[src/rtl/pipe_ctrl_pkg.sv]
// Shared types and constants for the pipeline hazard/stall controller.
package pipe_ctrl_pkg;

  localparam int unsigned REG_W  = 5;
  localparam int unsigned CNT_W  = 8;
  localparam int unsigned PERF_W = 32;

  localparam int unsigned PIPE_CTRL_TIMEOUT_DEF = 16;

  typedef enum logic [1:0] {
    RUN      = 2'd0,
    MEM_WAIT = 2'd1,
    ERROR    = 2'd2
  } pipe_ctrl_state_t;

endpackage

[src/rtl/pipe_ctrl_if.sv]
// Pipeline <-> controller bundle: hazard inputs from ID/EX/MEM, hold/bubble controls back.
interface pipe_ctrl_if;
  import pipe_ctrl_pkg::*;

  logic [REG_W-1:0] id_rs1;
  logic [REG_W-1:0] id_rs2;
  logic             id_use_rs1;
  logic             id_use_rs2;
  logic [REG_W-1:0] ex_rd;
  logic             ex_memr;
  logic             br_taken;
  logic             mem_req;
  logic             dmem_ready;

  logic pc_stall;
  logic if_id_stall;
  logic id_ex_stall;
  logic ex_mem_stall;
  logic mem_wb_stall;
  logic if_id_flush;
  logic id_ex_flush;
  logic ex_mem_flush;
  logic mem_wb_flush;
  logic mem_timeout;

  // Pipeline side
  modport master (
    output id_rs1, id_rs2, id_use_rs1, id_use_rs2, ex_rd, ex_memr,
           br_taken, mem_req, dmem_ready,
    input  pc_stall, if_id_stall, id_ex_stall, ex_mem_stall, mem_wb_stall,
           if_id_flush, id_ex_flush, ex_mem_flush, mem_wb_flush, mem_timeout
  );

  // Controller side
  modport slave (
    input  id_rs1, id_rs2, id_use_rs1, id_use_rs2, ex_rd, ex_memr,
           br_taken, mem_req, dmem_ready,
    output pc_stall, if_id_stall, id_ex_stall, ex_mem_stall, mem_wb_stall,
           if_id_flush, id_ex_flush, ex_mem_flush, mem_wb_flush, mem_timeout
  );

endinterface

[src/rtl/pipe_ctrl_hazard_detect.sv]
// Load-use hazard compare between the ID sources and a load's destination in EX.
module hazard_detect
  import pipe_ctrl_pkg::*;
(
  input  logic [REG_W-1:0] id_rs1,
  input  logic [REG_W-1:0] id_rs2,
  input  logic             id_use_rs1,
  input  logic             id_use_rs2,
  input  logic [REG_W-1:0] ex_rd,
  input  logic             ex_memr,
  output logic             load_use_c
);

  logic rs1_hit;
  logic rs2_hit;

  assign rs1_hit = id_use_rs1 && (id_rs1 == ex_rd);
  assign rs2_hit = id_use_rs2 && (id_rs2 == ex_rd);

  // x0 is never written, so a load to x0 can not create a dependency
  assign load_use_c = ex_memr && (ex_rd != '0) && (rs1_hit || rs2_hit);

endmodule

[src/rtl/pipe_ctrl.sv]
// Five-stage pipeline stall/flush controller with dmem wait timeout.
// Optional performance counters are built in when PIPE_CTRL_PERF_EN is defined.
module pipe_ctrl
  import pipe_ctrl_pkg::*;
#(
  parameter int unsigned MEM_TIMEOUT = PIPE_CTRL_TIMEOUT_DEF
) (
  input  logic              clk,
  input  logic              rst,
`ifdef PIPE_CTRL_PERF_EN
  output logic [PERF_W-1:0] stall_cycles,
  output logic [PERF_W-1:0] flush_events,
`endif
  pipe_ctrl_if.slave        bus
);

  pipe_ctrl_state_t state_q, state_d;
  logic [CNT_W-1:0] cnt_q, cnt_d;

  logic load_use_c;
  logic mem_wait_c;

  logic pc_stall_c;
  logic if_id_stall_c;
  logic id_ex_stall_c;
  logic ex_mem_stall_c;
  logic mem_wb_stall_c;
  logic if_id_flush_c;
  logic id_ex_flush_c;
  logic ex_mem_flush_c;
  logic mem_wb_flush_c;
  logic mem_timeout_c;

  hazard_detect u_hazard_detect (
    .id_rs1     (bus.id_rs1),
    .id_rs2     (bus.id_rs2),
    .id_use_rs1 (bus.id_use_rs1),
    .id_use_rs2 (bus.id_use_rs2),
    .ex_rd      (bus.ex_rd),
    .ex_memr    (bus.ex_memr),
    .load_use_c (load_use_c)
  );

  assign mem_wait_c = bus.mem_req && !bus.dmem_ready;

  // State and wait-cycle counter
  always_ff @(posedge clk) begin
    if (rst) begin
      state_q <= RUN;
      cnt_q   <= '0;
    end else begin
      state_q <= state_d;
      cnt_q   <= cnt_d;
    end
  end

  // Next state and zero-latency stall/flush decode; priority ERROR > wait > branch > load-use
  always_comb begin
    state_d        = state_q;
    cnt_d          = cnt_q;
    pc_stall_c     = 1'b0;
    if_id_stall_c  = 1'b0;
    id_ex_stall_c  = 1'b0;
    ex_mem_stall_c = 1'b0;
    mem_wb_stall_c = 1'b0;
    if_id_flush_c  = 1'b0;
    id_ex_flush_c  = 1'b0;
    ex_mem_flush_c = 1'b0;
    mem_wb_flush_c = 1'b0;
    mem_timeout_c  = 1'b0;

    if (rst) begin
      state_d        = RUN;
      cnt_d          = '0;
      if_id_flush_c  = 1'b1;
      id_ex_flush_c  = 1'b1;
      ex_mem_flush_c = 1'b1;
      mem_wb_flush_c = 1'b1;
    end else begin
      unique case (state_q)
        ERROR: begin
          pc_stall_c     = 1'b1;
          if_id_stall_c  = 1'b1;
          id_ex_stall_c  = 1'b1;
          ex_mem_stall_c = 1'b1;
          mem_wb_stall_c = 1'b1;
          mem_timeout_c  = 1'b1;
        end

        RUN, MEM_WAIT: begin
          if (mem_wait_c) begin
            pc_stall_c     = 1'b1;
            if_id_stall_c  = 1'b1;
            id_ex_stall_c  = 1'b1;
            ex_mem_stall_c = 1'b1;
            mem_wb_flush_c = 1'b1;
            // cnt_q holds the number of wait cycles already spent
            if (cnt_q == CNT_W'(MEM_TIMEOUT)) begin
              state_d = ERROR;
            end else begin
              state_d = MEM_WAIT;
              cnt_d   = cnt_q + CNT_W'(1);
            end
          end else begin
            state_d = RUN;
            cnt_d   = '0;
            if (bus.br_taken) begin
              if_id_flush_c = 1'b1;
              id_ex_flush_c = 1'b1;
            end else if (load_use_c) begin
              pc_stall_c    = 1'b1;
              if_id_stall_c = 1'b1;
              id_ex_flush_c = 1'b1;
            end
          end
        end

        default: begin
          state_d = RUN;
          cnt_d   = '0;
        end
      endcase
    end
  end

  assign bus.pc_stall     = pc_stall_c;
  assign bus.if_id_stall  = if_id_stall_c;
  assign bus.id_ex_stall  = id_ex_stall_c;
  assign bus.ex_mem_stall = ex_mem_stall_c;
  assign bus.mem_wb_stall = mem_wb_stall_c;
  assign bus.if_id_flush  = if_id_flush_c;
  assign bus.id_ex_flush  = id_ex_flush_c;
  assign bus.ex_mem_flush = ex_mem_flush_c;
  assign bus.mem_wb_flush = mem_wb_flush_c;
  assign bus.mem_timeout  = mem_timeout_c;

`ifdef PIPE_CTRL_PERF_EN
  // Free-running event counters, wrapping naturally at 2^32
  always_ff @(posedge clk) begin
    if (rst) begin
      stall_cycles <= '0;
      flush_events <= '0;
    end else begin
      stall_cycles <= stall_cycles + PERF_W'(pc_stall_c);
      flush_events <= flush_events + PERF_W'(if_id_flush_c || id_ex_flush_c);
    end
  end
`endif

endmodule

[src/flat_wrapper.sv]
// flat-port wrapper written by rule: the top's interface ports become plain ports
module pipe_ctrl_flat import pipe_ctrl_pkg::*;
#(
  parameter int unsigned MEM_TIMEOUT = PIPE_CTRL_TIMEOUT_DEF
)
  (clk, rst, bus_id_rs1, bus_id_rs2, bus_id_use_rs1, bus_id_use_rs2, bus_ex_rd, bus_ex_memr, bus_br_taken, bus_mem_req, bus_dmem_ready, bus_pc_stall, bus_if_id_stall, bus_id_ex_stall, bus_ex_mem_stall, bus_mem_wb_stall, bus_if_id_flush, bus_id_ex_flush, bus_ex_mem_flush, bus_mem_wb_flush, bus_mem_timeout);
  pipe_ctrl_if bus_i ();
  input  logic clk;
  input  logic rst;
  input wire logic [$bits(bus_i.id_rs1)-1:0] bus_id_rs1;
  input wire logic [$bits(bus_i.id_rs2)-1:0] bus_id_rs2;
  input wire logic [$bits(bus_i.id_use_rs1)-1:0] bus_id_use_rs1;
  input wire logic [$bits(bus_i.id_use_rs2)-1:0] bus_id_use_rs2;
  input wire logic [$bits(bus_i.ex_rd)-1:0] bus_ex_rd;
  input wire logic [$bits(bus_i.ex_memr)-1:0] bus_ex_memr;
  input wire logic [$bits(bus_i.br_taken)-1:0] bus_br_taken;
  input wire logic [$bits(bus_i.mem_req)-1:0] bus_mem_req;
  input wire logic [$bits(bus_i.dmem_ready)-1:0] bus_dmem_ready;
  output wire logic [$bits(bus_i.pc_stall)-1:0] bus_pc_stall;
  output wire logic [$bits(bus_i.if_id_stall)-1:0] bus_if_id_stall;
  output wire logic [$bits(bus_i.id_ex_stall)-1:0] bus_id_ex_stall;
  output wire logic [$bits(bus_i.ex_mem_stall)-1:0] bus_ex_mem_stall;
  output wire logic [$bits(bus_i.mem_wb_stall)-1:0] bus_mem_wb_stall;
  output wire logic [$bits(bus_i.if_id_flush)-1:0] bus_if_id_flush;
  output wire logic [$bits(bus_i.id_ex_flush)-1:0] bus_id_ex_flush;
  output wire logic [$bits(bus_i.ex_mem_flush)-1:0] bus_ex_mem_flush;
  output wire logic [$bits(bus_i.mem_wb_flush)-1:0] bus_mem_wb_flush;
  output wire logic [$bits(bus_i.mem_timeout)-1:0] bus_mem_timeout;
  assign bus_i.id_rs1 = bus_id_rs1;
  assign bus_i.id_rs2 = bus_id_rs2;
  assign bus_i.id_use_rs1 = bus_id_use_rs1;
  assign bus_i.id_use_rs2 = bus_id_use_rs2;
  assign bus_i.ex_rd = bus_ex_rd;
  assign bus_i.ex_memr = bus_ex_memr;
  assign bus_i.br_taken = bus_br_taken;
  assign bus_i.mem_req = bus_mem_req;
  assign bus_i.dmem_ready = bus_dmem_ready;
  assign bus_pc_stall = bus_i.pc_stall;
  assign bus_if_id_stall = bus_i.if_id_stall;
  assign bus_id_ex_stall = bus_i.id_ex_stall;
  assign bus_ex_mem_stall = bus_i.ex_mem_stall;
  assign bus_mem_wb_stall = bus_i.mem_wb_stall;
  assign bus_if_id_flush = bus_i.if_id_flush;
  assign bus_id_ex_flush = bus_i.id_ex_flush;
  assign bus_ex_mem_flush = bus_i.ex_mem_flush;
  assign bus_mem_wb_flush = bus_i.mem_wb_flush;
  assign bus_mem_timeout = bus_i.mem_timeout;
  pipe_ctrl #(.MEM_TIMEOUT(MEM_TIMEOUT)) u_core (.clk(clk), .rst(rst), .bus(bus_i));
endmodule
[config.mk]
export PLATFORM = sky130hd
export DESIGN_NAME = pipe_ctrl_flat
export DESIGN_NICKNAME = d
export VERILOG_FILES = /design/src/rtl/pipe_ctrl_pkg.sv /design/src/rtl/pipe_ctrl_if.sv /design/src/rtl/pipe_ctrl_hazard_detect.sv /design/src/rtl/pipe_ctrl.sv /design/src/flat_wrapper.sv
export SDC_FILE = /design/constraint.sdc
export NUM_CORES = 1
export LEC_CHECK = 0
export CAP_MARGIN = 10
export CORE_UTILIZATION = 40
export CTS_BUF_LIST = sky130_fd_sc_hd__clkbuf_16
export DETAILED_ROUTE_END_ITERATION = 8
export GPL_TIMING_DRIVEN = 0
export PLACE_DENSITY = 0.76
export SLEW_MARGIN = 30
export SYNTH_ARGS = -nofsm -noshare
export SYNTH_HDL_FRONTEND = slang
export SYNTH_HIERARCHICAL = 1
export SYNTH_SLANG_ARGS = --single-unit
[constraint.sdc]
create_clock -name clk -period 3.4 [get_ports clk]
set_input_delay 0.51 -clock clk [delete_from_list [all_inputs] [get_ports clk]]
set_output_delay 0.51 -clock clk [all_outputs]
set_load 0.01 [all_outputs]
==> Word level (Yosys, flattened, before mapping) <==
Cells that the tools add are included.
{ "op_classes": {"bitwise_logic": 1, "n_mux": 27, "n_addsub": 1, "n_reduce_logical": 11, "n_eq_ne": 6} }
{ "ops": {"columns": ["operator", "n"], "rows": [
  ["two-way mux 1 bit", 19],
  ["two-way mux 8 bit", 2],
  ["one-hot mux 8 bit (2 select lines)", 1],
  ["== test 5 bit", 2],
  ["adder 8 x 1 -> 8 bit, second input constant", 1],
  ["== test 8 x 5 -> 1 bit, second input constant", 1],
  ["logical AND 1 bit", 5],
  ["nonzero test 5 bit", 1],
  ["two-way mux 2 bit", 2],
  ["one-hot mux 1 bit (2 select lines)", 2],
  ["one-hot mux 2 bit (2 select lines)", 1],
  ["inequality test 3 bit, second input constant", 1],
  ["== test 2 x 1 -> 1 bit, second input constant", 1],
  ["== test 2 bit, second input constant", 1],
  ["zero test 2 bit", 1],
  ["AND reduction 2 bit", 1],
  ["OR reduction 2 bit", 1],
  ["zero test 1 bit", 1],
  ["logical OR 1 bit", 1],
  ["NOT 1 bit", 1]
]} }
{ "totals": {"output_inout_bits": 10, "ff_bits": 10} }

==> Longest topological paths before layout <==
{ "depth": {"depth_word": 9, "ltp_mapped": 7, "mapped_depth_nobuf": 6} }

==> Cells and area by module <==
Netlist, hierarchy kept.
{ "modules_own_cells": {"columns": ["module", "seq_area_each_um2", "area_each_um2", "cells_per_inst", "n_inst"], "rows": [
  ["pipe_ctrl", 200.2, 641.9, 78, 1],
  ["hazard_detect", 0.0, 133.9, 17, 1]
]} }

==> Worst setup path before layout <==
Ideal clock, no wire load.
{ "synth_path": {"path_kind": "input-to-output", "start": "input port bus_ex_rd[0]", "end": "output port bus_pc_stall", "setup_slack_ps": 1077, "path_stages": 6, "arrival_time_ps": 1813, "path_cell_list": "or4_1 -> o21ai_1 -> a21oi_1 -> a211o_1 -> and3_1 -> buf_4"} }
{ "synth_between": {"elab_chain_cells": 9, "elab_cells_between_ends": 13, "cone_classes": "eq/ne (2); mux (5); reduce/logical (6)"} }
{ "synth_lines": {"columns": ["element", "line_no", "text"], "rows": [
  ["start, declared", "flat_wrapper.sv:14", "input wire logic [$bits(bus_i.ex_rd)-1:0] bus_ex_rd;"],
  ["== test 5 bit (on tied branches)", "pipe_ctrl_hazard_detect.sv:17, pipe_ctrl_hazard_detect.sv:18", null],
  ["logical AND 1 bit (on tied branches)", "pipe_ctrl_hazard_detect.sv:17, pipe_ctrl_hazard_detect.sv:18", null],
  ["logical OR 1 bit", "pipe_ctrl_hazard_detect.sv:21", "assign load_use_c = ex_memr && (ex_rd != '0) && (rs1_hit || rs2_hit);"],
  ["logical AND 1 bit (*)", "pipe_ctrl_hazard_detect.sv:21", null],
  ["net u_core.load_use_c", "pipe_ctrl.sv:20", "logic load_use_c;"],
  ["two-way mux 1 bit (*) (3 in series)", null, null],
  ["one-hot mux 1 bit (2 select lines) (*)", null, null],
  ["two-way mux 1 bit (*)", null, null],
  ["end, declared", "flat_wrapper.sv:19", "output wire logic [$bits(bus_i.pc_stall)-1:0] bus_pc_stall;"]
]} }
The timed path passes the listed nets; every way through them passes the cells marked *.

==> Final worst setup path <==
{ "layout_path": {"start": "input port bus_ex_rd[4]", "end": "output port bus_pc_stall"} }
{ "layout_between": {"elab_chain_cells": 9, "elab_cells_between_ends": 13, "cone_classes": "eq/ne (2); mux (5); reduce/logical (6)"} }
{ "layout_lines": {"columns": ["element", "line_no", "text"], "rows": [
  ["== test 5 bit (on tied branches)", "pipe_ctrl_hazard_detect.sv:17, pipe_ctrl_hazard_detect.sv:18", null],
  ["logical AND 1 bit (on tied branches)", "pipe_ctrl_hazard_detect.sv:17, pipe_ctrl_hazard_detect.sv:18", null],
  ["logical OR 1 bit", "pipe_ctrl_hazard_detect.sv:21", null],
  ["logical AND 1 bit (*)", "pipe_ctrl_hazard_detect.sv:21", null],
  ["net u_core.load_use_c", "pipe_ctrl.sv:20", null],
  ["two-way mux 1 bit (*)", "pipe_ctrl.sv:110", "end else if (load_use_c) begin"],
  ["two-way mux 1 bit (*)", "pipe_ctrl.sv:107", "if (bus.br_taken) begin"],
  ["two-way mux 1 bit (*)", "pipe_ctrl.sv:91", "if (mem_wait_c) begin"],
  ["one-hot mux 1 bit (2 select lines) (*)", "pipe_ctrl.sv:80", "unique case (state_q)"],
  ["two-way mux 1 bit (*)", "pipe_ctrl.sv:72", "if (rst) begin"]
]} }
Marks and branches as above.

==> key figures <==
Clocking
  – Clock transition at the registers of the reported paths: around 0.04 ns
  – Worst-skew pair later-pin latency: roughly 0.24 ns
  – Setup repair bufs after CTS: 0
  – TritonCTS Sinks: 10
  – H-tree levels: 1
  – CTS Hold Bufs: 0
  – CTS Buffer Depth: 2
  – Number of CTS-inserted buffers: 3
  – CTS tree: yes
  – Clock root buffer: clkbuf_16
  – Post_cts resized: 0

Floorplanning
  – IO Pins: 33
  – Initial Utilization: about 44%
  – Die Ht: around 46 um
  – Row Count: 15
  – Die X-Extent: about 46 um
  – CORE AREA: around 0.0018 mm2
  – Die footprint: about 0.0021 mm2

Global route
  – Largest net degree at the start of global routing: 11
  – GRT Overall Usage: 21.25%
  – Initial antenna violation count: 0
  – Congestion Overflow GR: 0
  – Number of global-route vias before repair: roughly 730
  – First-pass GRT wire length: roughly 3200 um

Timing
  – Final worst path period share: between 90% and 100%
  – Setup violators final: 0
  – Fmax: a little over 300 MHz
  – Slew @ Worst Pin: roughly 0.73 ns
  – Final number of max-transition violations: 0
  – Clock skew: between 0.0007 and 0.0008 ns
  – Setup TNS: 0 ns
  – RSZ-0062 raised after global routing: no
  – Final WS setup: between 0.1 and 0.15 ns
  – Final Hold Fails: 0
  – Relative slew margins: about half
  – Tmin final: 3.266 ns

Worst setup path
  – Worst endpoint data arrival time: about 2.8 ns
  – CP Launch Type: primary input
  – R2r setup slk: approximately 1.7 ns
  – Critical Path Fanout Max: 3
  – Slowest-stage cell, CP: or4_1
  – Critical R2R Launch: u_core/cnt_q[0]
  – CP top delay family: buffers and inverters
  – Crit-path max cell delay: slightly above 0.5 ns
  – Crit path cell chain: clkdlybuf4s50_1 -> or4_1 -> o21ai_1 -> a21oi_1 -> a211o_1 -> and3_1 -> buf_4 -> clkdlybuf4s50_1
  – Worst R2R End: u_core/cnt_q[0]
  – Worst path most repeated cell: clkdlybuf4s50_1
  – Worst path required time: around 2.9 ns
  – Worst-case reg-to-reg path depth: 5
  – Total buffers and inverters traversed by the critical path: 3
  – Crit end category: primary output
  – CP Class: in -> out

Min path
  – HP Class: reg -> reg
  – Hold_sp: u_core/cnt_q[6]
  – WHS Endpoint: u_core/cnt_q[6]
  – Cell depth of the worst hold path: 2

Placement
  – Routability cong.: just under 0.8
  – Post-detail-place hpwl: between 1500 and 2000 um
  – Port Buf Inserts: 32
  – Setup WS pre-CTS: approximately 0.11 ns

Run status
  – Run status: finished, final reports clean

Power and ir drop
  – Static leakage: roughly 0.47 nW
  – PD cells: approximately 330 mW/mm2
  – Comb power frac: between 10% and 20%
  – Share of power burned in registers: between 20 and 30%
  – Total Power: between 0.4 and 0.5 mW
  – Net Switching: about 0.086 mW
  – IR Drop Worst-Case VDD: around 0.39 mV
  – Clock power frac: approximately 52%
  – Internal power: roughly 0.32 mW
  – Switching Fraction: between 20% and 30%

Synthesis
  – Main synth FF type: dfxtp_1
  – Count of cell types in the netlist: 40
  – Ys Warns: 6
  – Number of flops mapped to enable cells by yosys: 0
  – Synth top area share: between 20% and 30%
  – Synth Cell Area: 775.7 um2
  – Largest area contributor in the netlist: dfxtp_1
  – #FFs+latches synth: 10
  – Synth top area cells: dfxtp_1, xor2_1, nand3_1, buf_4, nand2_1
  – Cells after synthesis: 95
  – Ys async rst share: 0%
  – Sequential cell area fraction in the yosys report: approximately 26%
  – Post-Syn Nets: 120
  – Syn Area/Cell: slightly above 8 um2

Drt
  – Residual DRC: 0
  – DR vias/cell: around 5.4
  – Met3 WL post-DR: approximately 140 um
  – Top Layer Used: met4
  – 1st-iter DRT viols: 16
  – Total wire length: approximately 2100 um
  – Met2 routed WL: 979 um
  – First-pass DRT Iterations: 4
  – Final ANT Viol Nets: 0
  – DRT met1 WL: approximately 950 um
  – Vias: between 800 and 900
  – WL/cell: ~13 um

Run
  – Max cap viols: 0

Layout
  – Number of antenna diodes: 0
  – Share of cells above drive strength 1: 9.924%
  – Nets@finish: around 160
  – Fillers: about 160
  – P&R area growth vs syn: 56.61%
==> state kept, by name, indices dropped and copies added, names as in the netlist <==
register	cells
u_core/state_q	2
u_core/cnt_q	8
==> worst min-delay path, stage by stage, from the launching register on <==
cell and delay [ns]:
dfxtp_1 0.34, nand2_1 0.07, a31oi_1 0.07
==> power by group through the flow <==
stage / logic [mW] / clock network (mW) / registers, mW
after floorplan: 0.0282 / 0 / 0.122
after global placement: 0.0702 / 0 / 0.122
after detailed placement: 0.0715 / 0 / 0.122
after CTS: 0.0720 / 0.212 / 0.120
after global routing: 0.0784 / 0.219 / 0.120
final: 0.0728 / 0.210 / 0.120
==> cell usage after synthesis (2+ instances only) <==
cell type  count
dfxtp_1       10
nand2_1        8
nand3_1        8
xor2_1         8
inv_1          5
buf_4          4
nor2_1         4
nor2b_1        4
clkbuf_1       3
o211ai_1       3
a21oi_1        2
a31oi_1        2
ha_1           2
nor3b_1        2
o31ai_1        2
or4_1          2
or4b_1         2
xnor2_1        2
==> kinds of logic (layout without fill, tap and decap cells) <==
logic type / Yosys count / in the layout / share of synthesized area [%]
adders and majority gates: 2 / 2 / 3.225
xor gates and xnor gates: 10 / 10 / 11.29
and+or+nand+nor: 40 / 40 / 30.65
AOI/OAI and AO/OA: 18 / 18 / 17.74
DFF: 10 / 10 / 25.81
muxes: 1 / 1 / 1.452
buffers and inverters: 14 / 50 / 9.838
==> per-stage QoR <==
stage / instance area (um2) / hold WS, ns / cells / utilization [%]
after floorplan: 775.7 / 0.4882 / 95 / -
after global placement: 1127 / 0.5163 / 152 / 63.90
after detailed placement: 1127 / 0.5200 / 152 / 63.90
after CTS: 1206 / 0.5241 / 156 / 68.37
after global routing: 1215 / 0.5724 / 156 / 68.87
final: 1215 / 0.5296 / 156 / 68.87
==> layer usage <==
layer  global-route usage (%)  vias to the layer above
met4                    4.118                        0
met1                    27.40                      390
met3                    7.937                        2
met2                    33.80                       35
met5                        0                        -
li1                         -                      415
==> how the worst max path moves through the flow <==
| stage | slack (ns) | endpoint | startpoint | depth (start not counted) |
|---|---|---|---|---|
| 2_1_floorplan | 1.08 | bus_pc_stall | bus_ex_rd[0] | 6 |
| 3_3_place_gp | 0.12 | bus_pc_stall | bus_ex_rd[0] | 8 |
| 3_5_place_dp | 0.11 | bus_pc_stall | bus_ex_rd[0] | 8 |
| 4_1_cts | 0.10 | bus_pc_stall | bus_ex_rd[0] | 8 |
| 5_1_grt | 0.02 | bus_pc_stall | bus_ex_rd[4] | 8 |
| 6_report | 0.13 | bus_pc_stall | bus_ex_rd[4] | 8 |
==> cell usage in the layout, fill, tap and decap left out, drive strengths merged, types with 3 or more instances in the layout <==
cell	instances
dfxtp	10
xor2	8
nor2	4
clkdlybuf4s50	31
inv	5
o211ai	3
nand3	8
buf	5
nand2	8
clkbuf	7
nor2b	4
==> final cells by class <==
cell class | instances | area [um2] | share of cell area, %
buffer | 9 | 57.56 | 4.737
sequential | 10 | 200.2 | 16.48
inverter | 5 | 18.77 | 1.545
multi-input combinational | 71 | 505.5 | 41.61
clock inverter | 1 | 3.754 | 0.3090
clock buffer | 3 | 75.07 | 6.179
tap | 25 | 31.28 | 2.575
timing repair buffer | 32 | 322.8 | 26.57
Note: power is estimated with default switching activity, not from simulation.
==> RTL edit (same flow settings) <==
`REG_W`: 5 -> 10.
--- a/src/rtl/pipe_ctrl_pkg.sv
+++ b/src/rtl/pipe_ctrl_pkg.sv
@@ -3,3 +3,3 @@
 
-  localparam int unsigned REG_W  = 5;
+  localparam int unsigned REG_W  = 10;
   localparam int unsigned CNT_W  = 8;
Ports: changed (resized bus_ex_rd, bus_id_rs1 and bus_id_rs2); port bits go from 33 to 48. The function was not compared with the original's and may differ.
==> RTL edit against the unedited design <==
  * Die area is 14% higher
  * Synthesized cell count is 17% higher
  * Power is 9.0% higher
  * Cell area is 22% higher
  * Worst setup slack better by 52 ps
  * Synthesized area is 15% higher
  * Sequential cell count stayed put
  * Wire length is 38% higher
  * Clock skew hardly changed
  * Largest cell class unchanged
==> RTL edit: results (changes against the unedited design) <==
status: completed (unchanged)
Iter 0 DRT Violations: 24 (was 16)
post-CTS setup buffer count: 0 (unchanged)
DRT Wirelength: 2.87 mm (was 2.07 mm)
Leak: 0.535 nW (was 0.470 nW)
Data arrival, critical path: 2700 ps (was 2760 ps)
Ys Warns: 6 (unchanged)
CP max stage delay: 520 ps
CTS Buffer Depth: 2 (unchanged)
nets: 203 (was 157)
via total after detailed routing: 1008 (was 842)
main area contributors after synthesis: dfxtp_1 22%, xnor2_1 20%, nand3_1 5.0%, nand4_1 3.5%, buf_4 3.4% (was dfxtp_1 26%, xor2_1 9.0%, nand3_1 5.2%, buf_4 3.9%, nand2_1 3.9%)
DP Area: 0.00140 sq mm (was 0.00113 sq mm)
# fillers: 162 (was 159)
share of layout cells above drive strength 1: 6.79% (was 9.92%)
Non-Filler Instances: 189 (was 156)
Seq/Total Area, Yosys: 22.4% (was 25.8%)
port buffer count: 47 (was 32)
first-pass GRT wire length: 4.79 mm (was 3.19 mm)
Overall Global Routing Usage: 25.8% (was 21.3%)
Post-Syn Nets: 151 (was 120)
Inserted Clock Buffers: 3 (unchanged)
reg2reg path depth: 5 (unchanged)
CP max-delay cell: clkdlybuf4s50_1 (was or4_1)
DP HPWL: 2.34 mm (was 1.59 mm)
peak supply drop: 343 uV (was 385 uV)
Resized cells post-CTS: 0 (unchanged)
H-tree depth: 1 (unchanged)
r2r setup slk: 1570 ps (was 1670 ps)
initial antenna violation count: 0 (unchanged)
vias in the first global route: 1063 (was 731)
Rel. slew slack: 47.5% (was 51.1%)
post-synth cell types: 38 (was 40)
hold_sp: u_core/cnt_q[4] (was u_core/cnt_q[6])
GPL Wtd Cong: 0.878 (was 0.780)
Hold Path End: u_core/cnt_q[4] (was u_core/cnt_q[6])
Worst Clk Skew: 0.552 ps (was 0.710 ps)
hold path cells: 1 (was 2)
synth cell count leaders: 20 x xnor2_1, 10 x dfxtp_1, 9 x nand3_1 (was 10 x dfxtp_1, 8 x nand2_1, 8 x nand3_1, 8 x xor2_1, 5 x inv_1)
Clock Root Buffer: clkbuf_16 (unchanged)
Mapped Cells: 111 (was 95)
RTL edit: cell count changes after synthesis, sizes merged:
cell,before,now
o21ai,2,1
nor2,4,5
nor3,1,3
a21oi,2,1
or4,2,1
nand3,8,9
o211a,0,1
xor2,8,0
xnor2,2,20
nand4,1,5
RTL edit: routing by layer:
layer  global-route usage (%)  up-vias  part of all wire [%]
met3                     5.92        7                   5.2
met2                     47.7       32                    51
met1                     28.7      468                    42
met4                     7.84        0                   1.5
li1                         -      501                     -
met5                        0        -                     0
RTL edit: power by group:
part | switching (mW) | internal [mW] | leakage, nW
Clock | 0.0560 | 0.154 | 0.0385
Sequential | 0.00161 | 0.119 | 0.0808
Combinational | 0.0392 | 0.0694 | 0.415
Total | 0.0968 | 0.343 | 0.535
RTL edit: area by class of cell:
class	count	share of cell area, %
timing repair buffer	47	31.9
sequential	10	13.6
clock buffer	3	5.08
inverter	5	1.27
buffer	9	3.90
tap	27	2.29
clock inverter	1	0.254
multi-input combinational	87	41.8
RTL edit: worst max-delay path by stage:
stage / start / endpoint / slack (ps) / cells after the start
final: bus_ex_rd[5] / bus_pc_stall / 190 / 9
after floorplan: bus_ex_rd[1] / bus_pc_stall / 1300 / 6
after detailed placement: bus_ex_rd[5] / bus_pc_stall / 200 / 9
after CTS: bus_ex_rd[5] / bus_pc_stall / 180 / 9
after global routing: bus_ex_rd[5] / bus_pc_stall / 50 / 9
after global placement: bus_ex_rd[4] / bus_pc_stall / 240 / 9
RTL edit: metrics by stage:
| step | hold WS, ps | worst slack [ps] | util (%) |
|---|---|---|---|
| 3_5_place_dp | 526 | 196 | 69.1 |
| 6_report | 533 | 186 | 73.0 |
| 4_1_cts | 535 | 180 | 73.0 |
| 5_1_grt | 569 | 50.3 | 73.0 |
| 2_1_floorplan | 488 | 1300 | - |
| 3_3_place_gp | 506 | 238 | 69.1 |
RTL edit: logic make-up after synthesis:
group | share of synthesized area (%)
AOI/OAI and AO/OA | 15.4
adders and majority gates | 2.80
muxes | 1.26
buffers and inverters | 8.54
and+or+nand+nor | 30.0
DFF | 22.4
xor gates and xnor gates | 19.6
